[src/rtl/mult_pkg.sv]
// Definitions shared by the multiply/divide unit: operand width, step counter
// width, control state encoding and Booth recode values.
package mult_pkg;

   localparam int MD_WIDTH   = 32;
   localparam int STEP_CNT_W = 6;

   typedef enum logic [1:0] {
      IDLE = 2'b00,
      BUSY = 2'b01,
      DONE = 2'b10
   } md_state_e;

   // {Q[0], q_1} pairs that move the partial product
   localparam logic [1:0] ADD = 2'b01;
   localparam logic [1:0] SUB = 2'b10;

endpackage

[src/rtl/mult_booth_step.sv]
// One radix-2 Booth iteration: conditional add/subtract of M into A, then an
// arithmetic right shift of the combined {A, Q, q_1} register.
module mult_booth_step
   import mult_pkg::*;
#(
   parameter int WIDTH = MD_WIDTH
) (
   input  logic [2*WIDTH+1:0] aqq,
   input  logic [WIDTH-1:0]   m,
   output logic [2*WIDTH+1:0] aqq_next
);

   logic [WIDTH:0] a_s;
   logic [WIDTH:0] m_sx_s;
   logic [WIDTH:0] sum_s;

   assign a_s    = aqq[2*WIDTH+1:WIDTH+1];
   assign m_sx_s = {m[WIDTH-1], m};

   // Add or subtract M according to the recoded pair {Q[0], q_1}
   always_comb begin
      sum_s = a_s;
      case (aqq[1:0])
         ADD:     sum_s = a_s + m_sx_s;
         SUB:     sum_s = a_s - m_sx_s;
         default: sum_s = a_s;
      endcase
   end

   assign aqq_next = {sum_s[WIDTH], sum_s, aqq[WIDTH:1]};

endmodule

[src/rtl/mult.sv]
// Sequential signed Booth multiplier with a start/ready handshake; returns the
// low half of the product and a flag when the product does not fit.
module mult
   import mult_pkg::*;
#(
   parameter int WIDTH = MD_WIDTH
) (
   input  logic             clock,
   input  logic             resetn,
   input  logic [WIDTH-1:0] multiplicand,
   input  logic [WIDTH-1:0] multiplier,
   input  logic             CTRL,
   output logic [WIDTH-1:0] result,
   output logic             overflow,
   output logic             ready
);

   localparam int AQQ_W = 2 * WIDTH + 2;
   localparam logic [STEP_CNT_W-1:0] LAST_CNT = STEP_CNT_W'(WIDTH - 1);
   localparam logic [STEP_CNT_W-1:0] CNT_ONE  = STEP_CNT_W'(1);

   md_state_e             state_r, state_n;
   logic [STEP_CNT_W-1:0] cnt_r, cnt_n;
   logic [WIDTH-1:0]      m_r, m_n;
   logic [AQQ_W-1:0]      aqq_r, aqq_n;
   logic [WIDTH-1:0]      result_r, result_n;
   logic                  ovf_r, ovf_n;
   logic                  ready_r, ready_n;

   logic [AQQ_W-1:0]      step_s;
   logic [2*WIDTH-1:0]    prod_s;
   logic                  prod_ovf_s;

   mult_booth_step #(
      .WIDTH    (WIDTH)
   ) u_step (
      .aqq      (aqq_r),
      .m        (m_r),
      .aqq_next (step_s)
   );

   // The product after the final step skips the A guard bit and q_1
   assign prod_s     = step_s[2*WIDTH:1];
   assign prod_ovf_s = (prod_s[2*WIDTH-1:WIDTH] != {WIDTH{prod_s[WIDTH-1]}});

   // Next-state, datapath and output update; CTRL always wins and restarts
   always_comb begin
      state_n  = state_r;
      cnt_n    = cnt_r;
      m_n      = m_r;
      aqq_n    = aqq_r;
      result_n = result_r;
      ovf_n    = ovf_r;
      ready_n  = 1'b0;
      if (CTRL) begin
         m_n     = multiplicand;
         aqq_n   = {{(WIDTH + 1){1'b0}}, multiplier, 1'b0};
         cnt_n   = {STEP_CNT_W{1'b0}};
         state_n = BUSY;
      end else begin
         case (state_r)
            IDLE: state_n = IDLE;
            BUSY: begin
               aqq_n = step_s;
               cnt_n = cnt_r + CNT_ONE;
               if (cnt_r == LAST_CNT) begin
                  result_n = prod_s[WIDTH-1:0];
                  ovf_n    = prod_ovf_s;
                  ready_n  = 1'b1;
                  state_n  = DONE;
               end else begin
                  state_n  = BUSY;
               end
            end
            DONE:    state_n = IDLE;
            default: state_n = IDLE;
         endcase
      end
   end

   // State, datapath and registered outputs
   always_ff @(posedge clock or negedge resetn) begin
      if (!resetn) begin
         state_r  <= IDLE;
         cnt_r    <= {STEP_CNT_W{1'b0}};
         m_r      <= {WIDTH{1'b0}};
         aqq_r    <= {AQQ_W{1'b0}};
         result_r <= {WIDTH{1'b0}};
         ovf_r    <= 1'b0;
         ready_r  <= 1'b0;
      end else begin
         state_r  <= state_n;
         cnt_r    <= cnt_n;
         m_r      <= m_n;
         aqq_r    <= aqq_n;
         result_r <= result_n;
         ovf_r    <= ovf_n;
         ready_r  <= ready_n;
      end
   end

   assign result   = result_r;
   assign overflow = ovf_r;
   assign ready    = ready_r;

endmodule
[config.mk]
export PLATFORM = sky130hd
export DESIGN_NAME = mult
export DESIGN_NICKNAME = d
export VERILOG_FILES = /design/src/rtl/mult_pkg.sv /design/src/rtl/mult_booth_step.sv /design/src/rtl/mult.sv
export SDC_FILE = /design/constraint.sdc
export NUM_CORES = 1
export LEC_CHECK = 0
export ABC_CLOCK_PERIOD_IN_PS = 4900
export CAP_MARGIN = 15
export CORE_ASPECT_RATIO = 2
export CORE_UTILIZATION = 55
export CTS_CLUSTER_DIAMETER = 150
export CTS_CLUSTER_SIZE = 28
export DETAILED_ROUTE_END_ITERATION = 8
export DONT_BUFFER_PORTS = 1
export PLACE_DENSITY = 0.82
export SYNTH_ARGS = -nofsm -noshare
export SYNTH_HDL_FRONTEND = slang
export SYNTH_SLANG_ARGS = --single-unit
[constraint.sdc]
create_clock -name clock -period 4.9 [get_ports clock]
set_input_delay 0.735 -clock clock [delete_from_list [all_inputs] [get_ports clock]]
set_output_delay 0.735 -clock clock [all_outputs]
set_load 0.005 [all_outputs]
==> impl_metrics.csv <==
group,metric,value,unit
yosys,yosys.area_share.simple,21.9,%
yosys,synth_xor_area_share,4.69,%
floorplanning,io_pins,101,
yosys,syn_inst,1047,
setup_path,critPathLaunchType,"flip-flop",
placed_design,hpwlAfterDp,17800,um
grt,grt_pass1_wl,40800,um
setup_path,crit_type,"flip-flop to flip-flop",
cts,cts_tree,"done",
sta,slew_headroom,26.5,%
sta,setup_tns,0,ns
yosys,ys_seq_area_share,38.5,%
power_and_ir_drop,switching_share,39.1,%
yosys,synth.most_common_cell,"nand2_1",
yosys,synth_flop_cell,"dfrtp_1",
sta,hold_viol_final,0,
yosys,synth_commonest_cells,"nand2_1 (206), dfrtp_1 (138), nor2_1 (88)",
yosys,syn_avg_cell_area,8.56,um2
yosys,synth_compound_area_share,18.0,%
floorplanning,core_area,15900,um2
final_layout,antenna_cells,0,
yosys,synth_top_area_share,38.5,%
sta,slew_violations,0,
power_and_ir_drop,powerDensity,489,nW/um2
cts,clkTransAtPathRegs,0.07,ns
yosys,yosys-top-cells-area,"dfrtp_1 (39%), nand2_1 (8.6%), mux2i_1 (4.9%)",
grt,grt_pass1_vias,8200,
yosys,synthDistinctLibCells,73,
floorplanning,initial_utilization,56.5,%
sta,post-route-period-util,97.4,%
yosys,synth_fa_ha_area_share,5.11,%
routing,initialDrtViolationCount,594,
power_and_ir_drop,p_int,0.00306,W
cts,insertion_delay,0.43,ns
floorplanning,chipHeight,183,um
placed_design,portBuffers,0,
routing,avgViaCountPerCell,6.38,
cts,cts_made_buffers,17,
grt,antenna_found_initial,0,
yosys,synth_area,8960,um2
power_and_ir_drop,p_clk_share,26.9,%
grt,grt_start_max_net_pins,146,
final_layout,drive_gt1_share,14.5,%
cts,clock_sink_count,138,
sta,period_minus_slack,4.77,ns
sta,fmax,210,MHz
routing,vias,8201,
routing,routedWlPerCell,20.4,um
power_and_ir_drop,p_sw,0.00196,W
grt,grtUsageTotal,31.5,%
cts,root_buffer,"clkbuf_16",
power_and_ir_drop,combPwrFrac,44.6,%
yosys,synthArstFlopShare,100,%
yosys,muxShareOfSynthArea,8.31,%
cts,clockBufferDepth,2,
final_layout,final_util,64.6,%
yosys,synth_enable_flop_cells,0,
setup_path,cp_data_required_time,5.21,ns
placed_design,placedCellCount,1247,
setup_path,critPathArrivalTime,5.08,ns
power_and_ir_drop,p_leak,4.53,nW
cts,cts.htree.levels,4,
outcome,status,"finished, final reports clean",
power_and_ir_drop,irDropWorstVdd,0.427,mV
routing,drcViolationCount,0,
sta,finClkSkew,0.0111,ns
setup_path,crit_path_end_kind,"flip-flop",
routing,first_pass_iters,8,
routing,antenna_left,0,
yosys,syn_nets,1150,
floorplanning,die_w,92.3,um
setup_path,critPathMaxFanout,8,
sta,worst_pin_slew,1.10,ns
yosys,yosysTopAreaCell,"dfrtp_1",
setup_path,rrSetupSlack,0.13,ns
grt,gr-total-overflow,0,
placed_design,gp_congestion,0.979,
final_layout,nNetsFinal,1175,
floorplanning,die-area,16800,um2
yosys,synth_top_family_by_area,"simple AND/OR/NAND/NOR gates",
run,maxCapViolations,0,
routing,wirelength,26200,um
sta,setup_viol,0,
floorplanning,rows,65,
power_and_ir_drop,power_frac_seq,28.5,%
final_layout,final_cells,1285,
yosys,yosys_warnings,0,
yosys,yosys_register_bits,138,
final_layout,syn2layout_area_growth,14.4,%
hold_path,worstHoldPathType,"primary input to asynchronous set/reset pin",
-- cell type report --
type	count	area (um2)
clock buffer	21	470
inverter	19	71.3
multi-input combinational	832	5310
fill	1222	5610
timing repair buffer	64	556
sequential	138	3450
tap	201	251
clock inverter	10	139
-- stage by stage --
stage / area, um2 / setup slack [ns] / hold slack [ns] / power (W)
floorplan: 8960 / 0.210 / 0.439 / 0.00287
global placement: 9430 / 0.0833 / 0.442 / 0.00347
detailed placement: 9430 / 0.0540 / 0.441 / 0.00351
CTS: 10100 / 0.0865 / 0.000344 / 0.00488
global route: 10300 / -0.0196 / 0.143 / 0.00527
finish: 10300 / 0.128 / 0.141 / 0.00501
-- worst paths after layout --
path	startpoint	endpoint	depth (start not counted)
min in group clock	CTRL	aqq_r[50]	1
min	resetn	aqq_r[46]	1
max	m_r[5]	overflow	15
max reg2reg	m_r[5]	overflow	15
min reg2reg	aqq_r[25]	result[23]	2
max in group asynchronous	resetn	aqq_r[22]	1
-- routing by layer --
metal	vias to the layer above	track usage (%)	wire length (um)
li1	3782	-	-
met3	124	5.83	1490
met5	-	0	0
met1	3930	33.0	9020
met4	0	19.4	1580
met2	365	56.9	14100
-- placed cells by master (no fill, tap or decap), types with 26 or more instances in the layout --
master	synthesis	routed
a21oi_1	65	63
nor2_1	88	88
xnor2_1	37	37
nor3_1	33	30
mux2i_1	44	43
ha_1	35	32
dfrtp_1	138	138
mux2_2	26	26
buf_4	2	56
o21ai_0	71	69
nand2_1	206	206
-- worst max-delay path: stages, from the launching register on --
cell and delay [ns]:
dfrtp_1 0.38, or4_4 0.55, nor4b_4 0.35, a21oi_1 0.15
xnor2_1 0.16, ha_2 0.44, nand4_1 0.30, o221ai_4 0.35
a21bo_2 0.23, nor3_1 0.06, o31ai_2 0.39, nand4_1 0.13
or4_1 0.56, nor3_4 0.21, o221a_2 0.26, a41oi_2 0.11
-- timing repair --
item / CTS / global route
buffers inserted: 0 / 0
gates cloned: 0 / 0
pin swaps: 0 / 3
setup endpoints to repair: 1 / 2
hold buffers: 3 / 4
hold endpoints to repair: 48 / 11
gates resized for setup: 2 / 21
-- cells by family after synthesis --
| kind of cell | after synthesis |
|---|---|
| mux | 71 |
| compound gates | 252 |
| xor+xnor | 48 |
| buf+inv | 77 |
| flops | 138 |
| simple gates | 425 |
| fa+ha+maj | 36 |
-- power groups by stage --
stage	logic (W)	clock network [W]	registers [W]
floorplan	0.00148	0	0.00139
global placement	0.00203	0	0.00144
detailed placement	0.00207	0	0.00144
CTS	0.00211	0.00135	0.00142
global route	0.00243	0.00140	0.00145
finish	0.00224	0.00135	0.00143
-- flip-flops by register name, indices dropped and copies added, names as in the netlist --
name	count
aqq_r	65
m_r	32
result	32
cnt_r	6
overflow	1
ready	1
state_r	1
No activity file was read; power rests on OpenSTA's default activity.
